--- src/rtl/cic_interp.sv ---
// -----------------------------------------------------------------------------
// cic_interp
// Cascaded integrator-comb interpolator. Each low-rate input sample passes
// through N_STAGES comb (differentiator) stages. The result is zero-stuffed by
// R and then runs through N_STAGES integrators, so R output samples come out
// per input sample. All arithmetic is OW-bit two's complement and wraps on
// overflow, because CIC correctness depends on that wrap.
//
// Ports
//   clk        rising-edge clock
//   rst        synchronous active-high reset
//   sig_in     input sample, Nbits+1 bits, two's complement
//   in_valid   sig_in is valid
//   in_ready   block accepts sig_in this cycle
//   sig_out    output sample, OW = Nbits+1+GROWTH bits (registered)
//   out_valid  sig_out is valid (registered)
//   out_ready  downstream accepts sig_out this cycle
// -----------------------------------------------------------------------------
module cic_interp #(
    parameter int Nbits    = 15,
    parameter int N_STAGES = 3,
    parameter int R        = 4,
    parameter int M        = 1,
    parameter int GROWTH   = 4
) (
    input  logic                    clk,
    input  logic                    rst,
    input  logic [Nbits:0]          sig_in,
    input  logic                    in_valid,
    output logic                    in_ready,
    output logic [Nbits+GROWTH:0]   sig_out,
    output logic                    out_valid,
    input  logic                    out_ready
);

    localparam int OW  = Nbits + 1 + GROWTH;
    localparam int PHW = (R > 1) ? $clog2(R) : 1;
    localparam logic [PHW-1:0] PH_LAST = PHW'(R - 1);

    // phase within the current input period; 0 means "next tick takes an input"
    logic [PHW-1:0] ph_q, ph_d;
    // comb delay lines: [stage][tap], tap 0 is the most recent accepted value
    logic [OW-1:0]  dly_q   [N_STAGES][M];
    logic [OW-1:0]  dly_d   [N_STAGES][M];
    logic [OW-1:0]  integ_q [N_STAGES];
    logic [OW-1:0]  integ_d [N_STAGES];
    logic           out_valid_q, out_valid_d;

    logic [OW-1:0]  c_s [N_STAGES+1];
    logic [OW-1:0]  u_s;
    logic           adv_s;
    logic           tick_s;
    logic           accept_s;

    // Downstream can take a new sample when the output register is empty or
    // is being drained this cycle.
    assign adv_s    = out_ready | ~out_valid_q;
    // During phase 0 a tick needs a fresh input; in the stuffed phases a tick
    // only needs output room, because the comb output is forced to zero.
    assign tick_s   = adv_s & ((ph_q != '0) | in_valid);
    assign accept_s = tick_s & (ph_q == '0);
    assign in_ready = ~rst & (ph_q == '0) & adv_s;

    assign sig_out   = integ_q[N_STAGES-1];
    assign out_valid = out_valid_q;

    // Combinational comb chain plus the zero-stuffing mux in front of the integrators.
    always_comb begin
        c_s[0] = {{GROWTH{sig_in[Nbits]}}, sig_in};
        for (int k = 1; k <= N_STAGES; k++) begin
            c_s[k] = c_s[k-1] - dly_q[k-1][M-1];
        end
        if (accept_s) begin
            u_s = c_s[N_STAGES];
        end else begin
            u_s = '0;
        end
    end

    // Next-state logic for phase, comb delay lines, integrators and out_valid.
    always_comb begin
        ph_d        = ph_q;
        dly_d       = dly_q;
        integ_d     = integ_q;
        out_valid_d = out_valid_q;
        if (tick_s) begin
            // Integrators are pipelined: each stage adds the previous stage's
            // old value, so the chain adds N_STAGES-1 ticks of latency.
            integ_d[0] = integ_q[0] + u_s;
            for (int k = 1; k < N_STAGES; k++) begin
                integ_d[k] = integ_q[k] + integ_q[k-1];
            end
            out_valid_d = 1'b1;
            if (ph_q == PH_LAST) begin
                ph_d = '0;
            end else begin
                ph_d = ph_q + PHW'(1);
            end
            if (accept_s) begin
                for (int k = 0; k < N_STAGES; k++) begin
                    dly_d[k][0] = c_s[k];
                    for (int j = 1; j < M; j++) begin
                        dly_d[k][j] = dly_q[k][j-1];
                    end
                end
            end else begin
                dly_d = dly_q;
            end
        end else if (out_ready) begin
            out_valid_d = 1'b0;
        end else begin
            out_valid_d = out_valid_q;
        end
    end

    // State registers with synchronous reset; reset clears every in-flight sample.
    always_ff @(posedge clk) begin
        if (rst) begin
            ph_q        <= '0;
            out_valid_q <= 1'b0;
            for (int k = 0; k < N_STAGES; k++) begin
                integ_q[k] <= '0;
                for (int j = 0; j < M; j++) begin
                    dly_q[k][j] <= '0;
                end
            end
        end else begin
            ph_q        <= ph_d;
            out_valid_q <= out_valid_d;
            for (int k = 0; k < N_STAGES; k++) begin
                integ_q[k] <= integ_d[k];
                for (int j = 0; j < M; j++) begin
                    dly_q[k][j] <= dly_d[k][j];
                end
            end
        end
    end

endmodule

--- config.mk ---
export PLATFORM = sky130hd
export DESIGN_NAME = cic_interp
export DESIGN_NICKNAME = d
export VERILOG_FILES = /design/src/rtl/cic_interp.sv
export SDC_FILE = /design/constraint.sdc
export NUM_CORES = 1
export LEC_CHECK = 0
export CAP_MARGIN = 25
export CELL_PAD_IN_SITES_DETAIL_PLACEMENT = 0
export CELL_PAD_IN_SITES_GLOBAL_PLACEMENT = 1
export CORE_UTILIZATION = 35
export CTS_CLUSTER_DIAMETER = 50
export DETAILED_ROUTE_END_ITERATION = 8
export MAX_ROUTING_LAYER = met4
export PLACE_DENSITY_LB_ADDON = 0.05
export RECOVER_POWER = 25
export SYNTH_ARGS = -nofsm -noshare
export SYNTH_HDL_FRONTEND = slang
export SYNTH_SLANG_ARGS = --single-unit
--- constraint.sdc ---
create_clock -name clk -period 6 [get_ports clk]
set_input_delay 0.6 -clock clk [delete_from_list [all_inputs] [get_ports clk]]
set_output_delay 0.6 -clock clk [all_outputs]
set_load 0.02 [all_outputs]
==> flow_summary.yaml <==
run_status:
  status: "complete, but fails checks"
  violations: "max-capacitance violations, max-slew violations"
die:
  initial_core_util_pct: 35.7
  rows: 59
  chipHeight_um: 165
  dieWidth_um: 165
  die_area_um2: 27200
  core_um2: 26100
  ios: 42
logic_synthesis:
  ys_types: 66
  yosysTopAreaCellShare_pct: 25.0
  synth_edf_count: 0
  syn_avg_cell_area_um2: 7.58
  synth-async-reset-ratio_pct: 0
  ys_seq_area_share_pct: 25.0
  ys.flop_type: "dfxtp_1"
  netlist_instances: 1227
  syn_nets: 1364
  ys_ff_latch: 116
  synth_top_area_cell: "dfxtp_1"
  yosys_warnings: 0
  synthTopCellsByArea: "dfxtp_1, ha_1, a21oi_1"
  syn_area_um2: 9300
timing:
  max-slew-margin-rel_pct: -50.1
  tightestPinTransition_ns: 2.25
  finalSetupViolCount: 0
  finalCriticalPeriod_ns: 5.93
  rsz0062_at_grt: "true"
  finalCritPeriodShare_pct: 98.8
  hold_viol: 0
  slew_viol_final: 46
  fmax_mhz: 169
  clock_skew_ns: 0.0127
flow_run:
  cap_violations: 1
clock_network:
  cts-root-buf: "clkbuf_16"
  clock_path_buffers: 2
  cts.reportedPaths.clkPinSlew_ns: 0.06
  holdBufCountCts: 0
  clkLatencyLatePin_ns: 0.42
  cts_tree: "done"
  cts_made_buffers: 17
  cts_sinks: 116
  htreeDepth: 4
layout:
  final_common_cell: "nand2_1"
  final_cell_mix: "nand2_1, a21oi_1, buf_4"
  diodes: 0
  fin_cells: 1718
  drive_gt1_share_pct: 19.2
  nets: 1507
  postLayoutCoreUtil_pct: 45.5
  area.growth.synth_to_final_pct: 27.6
detailed_routing:
  wl_um: 21100
  vias_per_cell: 4.79
  drt_pass1_iterations: 4
  vias: 8230
  drt-initial-drc-count: 329
  avgRoutedWirePerCell_um: 12.3
  drcViolationCount: 0
  ant_nets: 0
grt:
  gr-usage-all-layers_pct: 16.9
  grt_max_degree: 75
  grt_pass1_vias: 7901
  antenna_found_initial: 0
  grt_pass1_wl_um: 36500
  overflow: 0
critical_path:
  critPathRequiredTime_ns: 6.34
  cp-start-kind: "primary input"
  critical_path.slowest_cell: "clkdlybuf4s50_1"
  critical_path_arrival_ns: 6.27
  crit_path_end_kind: "register"
  slowest_delay_ns: 0.53
  critical_path_class: "in -> reg"
  crit_fanout: 4
hold_path:
  hold_class: "in -> reg"
pwr:
  leakage_uw: 0.00524
  power_density_nw_per_um2: 522
  total_power_uw: 6190
  peakVddDrop_mv: 0.216
placed_design:
  port_buffers: 41
  dp_cells: 1662
  post-dp-hpwl_um: 15000
  gp_congestion: 0.816
-- synth_stat cells, types with 5 or more instances --
library cell / instances
a211oi_1: 15
a21boi_1: 8
a21o_1: 23
a21oi_1: 150
a21oi_2: 5
a31oi_1: 8
and2_1: 7
and3_1: 11
buf_4: 21
clkbuf_1: 34
dfxtp_1: 116
fa_1: 6
ha_1: 111
inv_1: 92
nand2_1: 193
nand2b_1: 17
nand3_1: 13
nand3b_1: 5
nand4_1: 8
nor2_1: 93
nor2b_1: 17
nor3_1: 35
o21a_1: 18
o21ai_0: 36
o21ai_1: 15
o21bai_1: 9
o41a_1: 6
or2_2: 5
or3_1: 15
xnor2_1: 50
xor2_1: 24
-- flip-flops by register name (all words and copies together), names as in the netlist --
| register | cells |
|---|---|
| out_valid | 1 |
| sig_out | 20 |
| dly_q | 53 |
| integ_q | 40 |
| ph_q | 2 |
-- layer usage --
layer / track usage (%) / wire, um / vias up / part of all wire (%)
met3: 2.74 / 335 / 17 / 1.6
met4: 4.13 / 238 / 0 / 1.1
met2: 30.0 / 10500 / 56 / 50
li1: - / - / 4530 / -
met5: - / 0 / - / 0
met1: 19.6 / 9990 / 3627 / 47
-- metrics by stage --
step                      setup WS (ns)  setup TNS [ns]  cell area, um2  hold WS (ns)
after floorplan                 0.00340               0            9320         0.436
after global placement           -0.842           -4.19           10700         0.441
after detailed placement         -0.909           -4.60           10700         0.447
after CTS                       -0.0702         -0.0702           11500         0.415
after global routing             -0.258          -0.941           11900         0.421
final                            0.0740               0           11900         0.430
-- path summary, 6_finish.rpt --
| check | from | to | slack [ns] | cells after the start |
|---|---|---|---|---|
| worst max-delay path | sig_in[3] | integ_q[56] | 0.07 | 32 |
| worst min register to register | dly_q[8] | dly_q[8] | 0.45 | 2 |
| worst max register to register | dly_q[40] | integ_q[56] | 0.10 | 33 |
| worst min-delay path | sig_in[0] | dly_q[40] | 0.43 | 3 |
-- where the power goes --
| part | total [uW] | switching (uW) | internal (uW) |
|---|---|---|---|
| clock | 1150 | 386 | 760 |
| combinational | 3990 | 1890 | 2100 |
| sequential | 1060 | 124 | 937 |
-- cell type report --
cell class                      count  area (um2)
Sequential cell                   116        2320
Tap cell                          335         419
Clock inverter                     12         201
Timing Repair Buffer              183        1470
Fill cell                        2693       14200
Clock buffer                       20         457
Inverter                           92         345
Multi-Input combinational cell    960        6650
-- worst max-delay path, delay by kind of cell --
family / cells / cell delay (ns)
XOR/XNOR: 4 / 0.49
buffers and inverters: 5 / 1.01
AO/OA/AOI/OAI: 13 / 2.22
AND/OR/NAND/NOR: 6 / 0.70
adder cells (fa/ha/maj): 4 / 1.25
-- kinds of logic (layout without fill, tap and decap cells) --
kind of cell / count (synthesis) / after routing / synth area share [%]
and+or+nand+nor: 429 / 429 / 20.8
AOI/OAI and AO/OA: 338 / 338 / 23.5
buffers and inverters: 151 / 307 / 7.16
adders and majority gates: 117 / 117 / 16.2
DFF: 116 / 116 / 25.0
xor gates and xnor gates: 75 / 75 / 7.22
muxes: 1 / 1 / 0.108
-- timing repair --
item / CTS / global route
buffers inserted: 12 / 12
pin swaps: 24 / 47
resized for setup: 19 / 51
setup endpoints to repair: 6 / 6
Power figures use the tool's default switching activity.
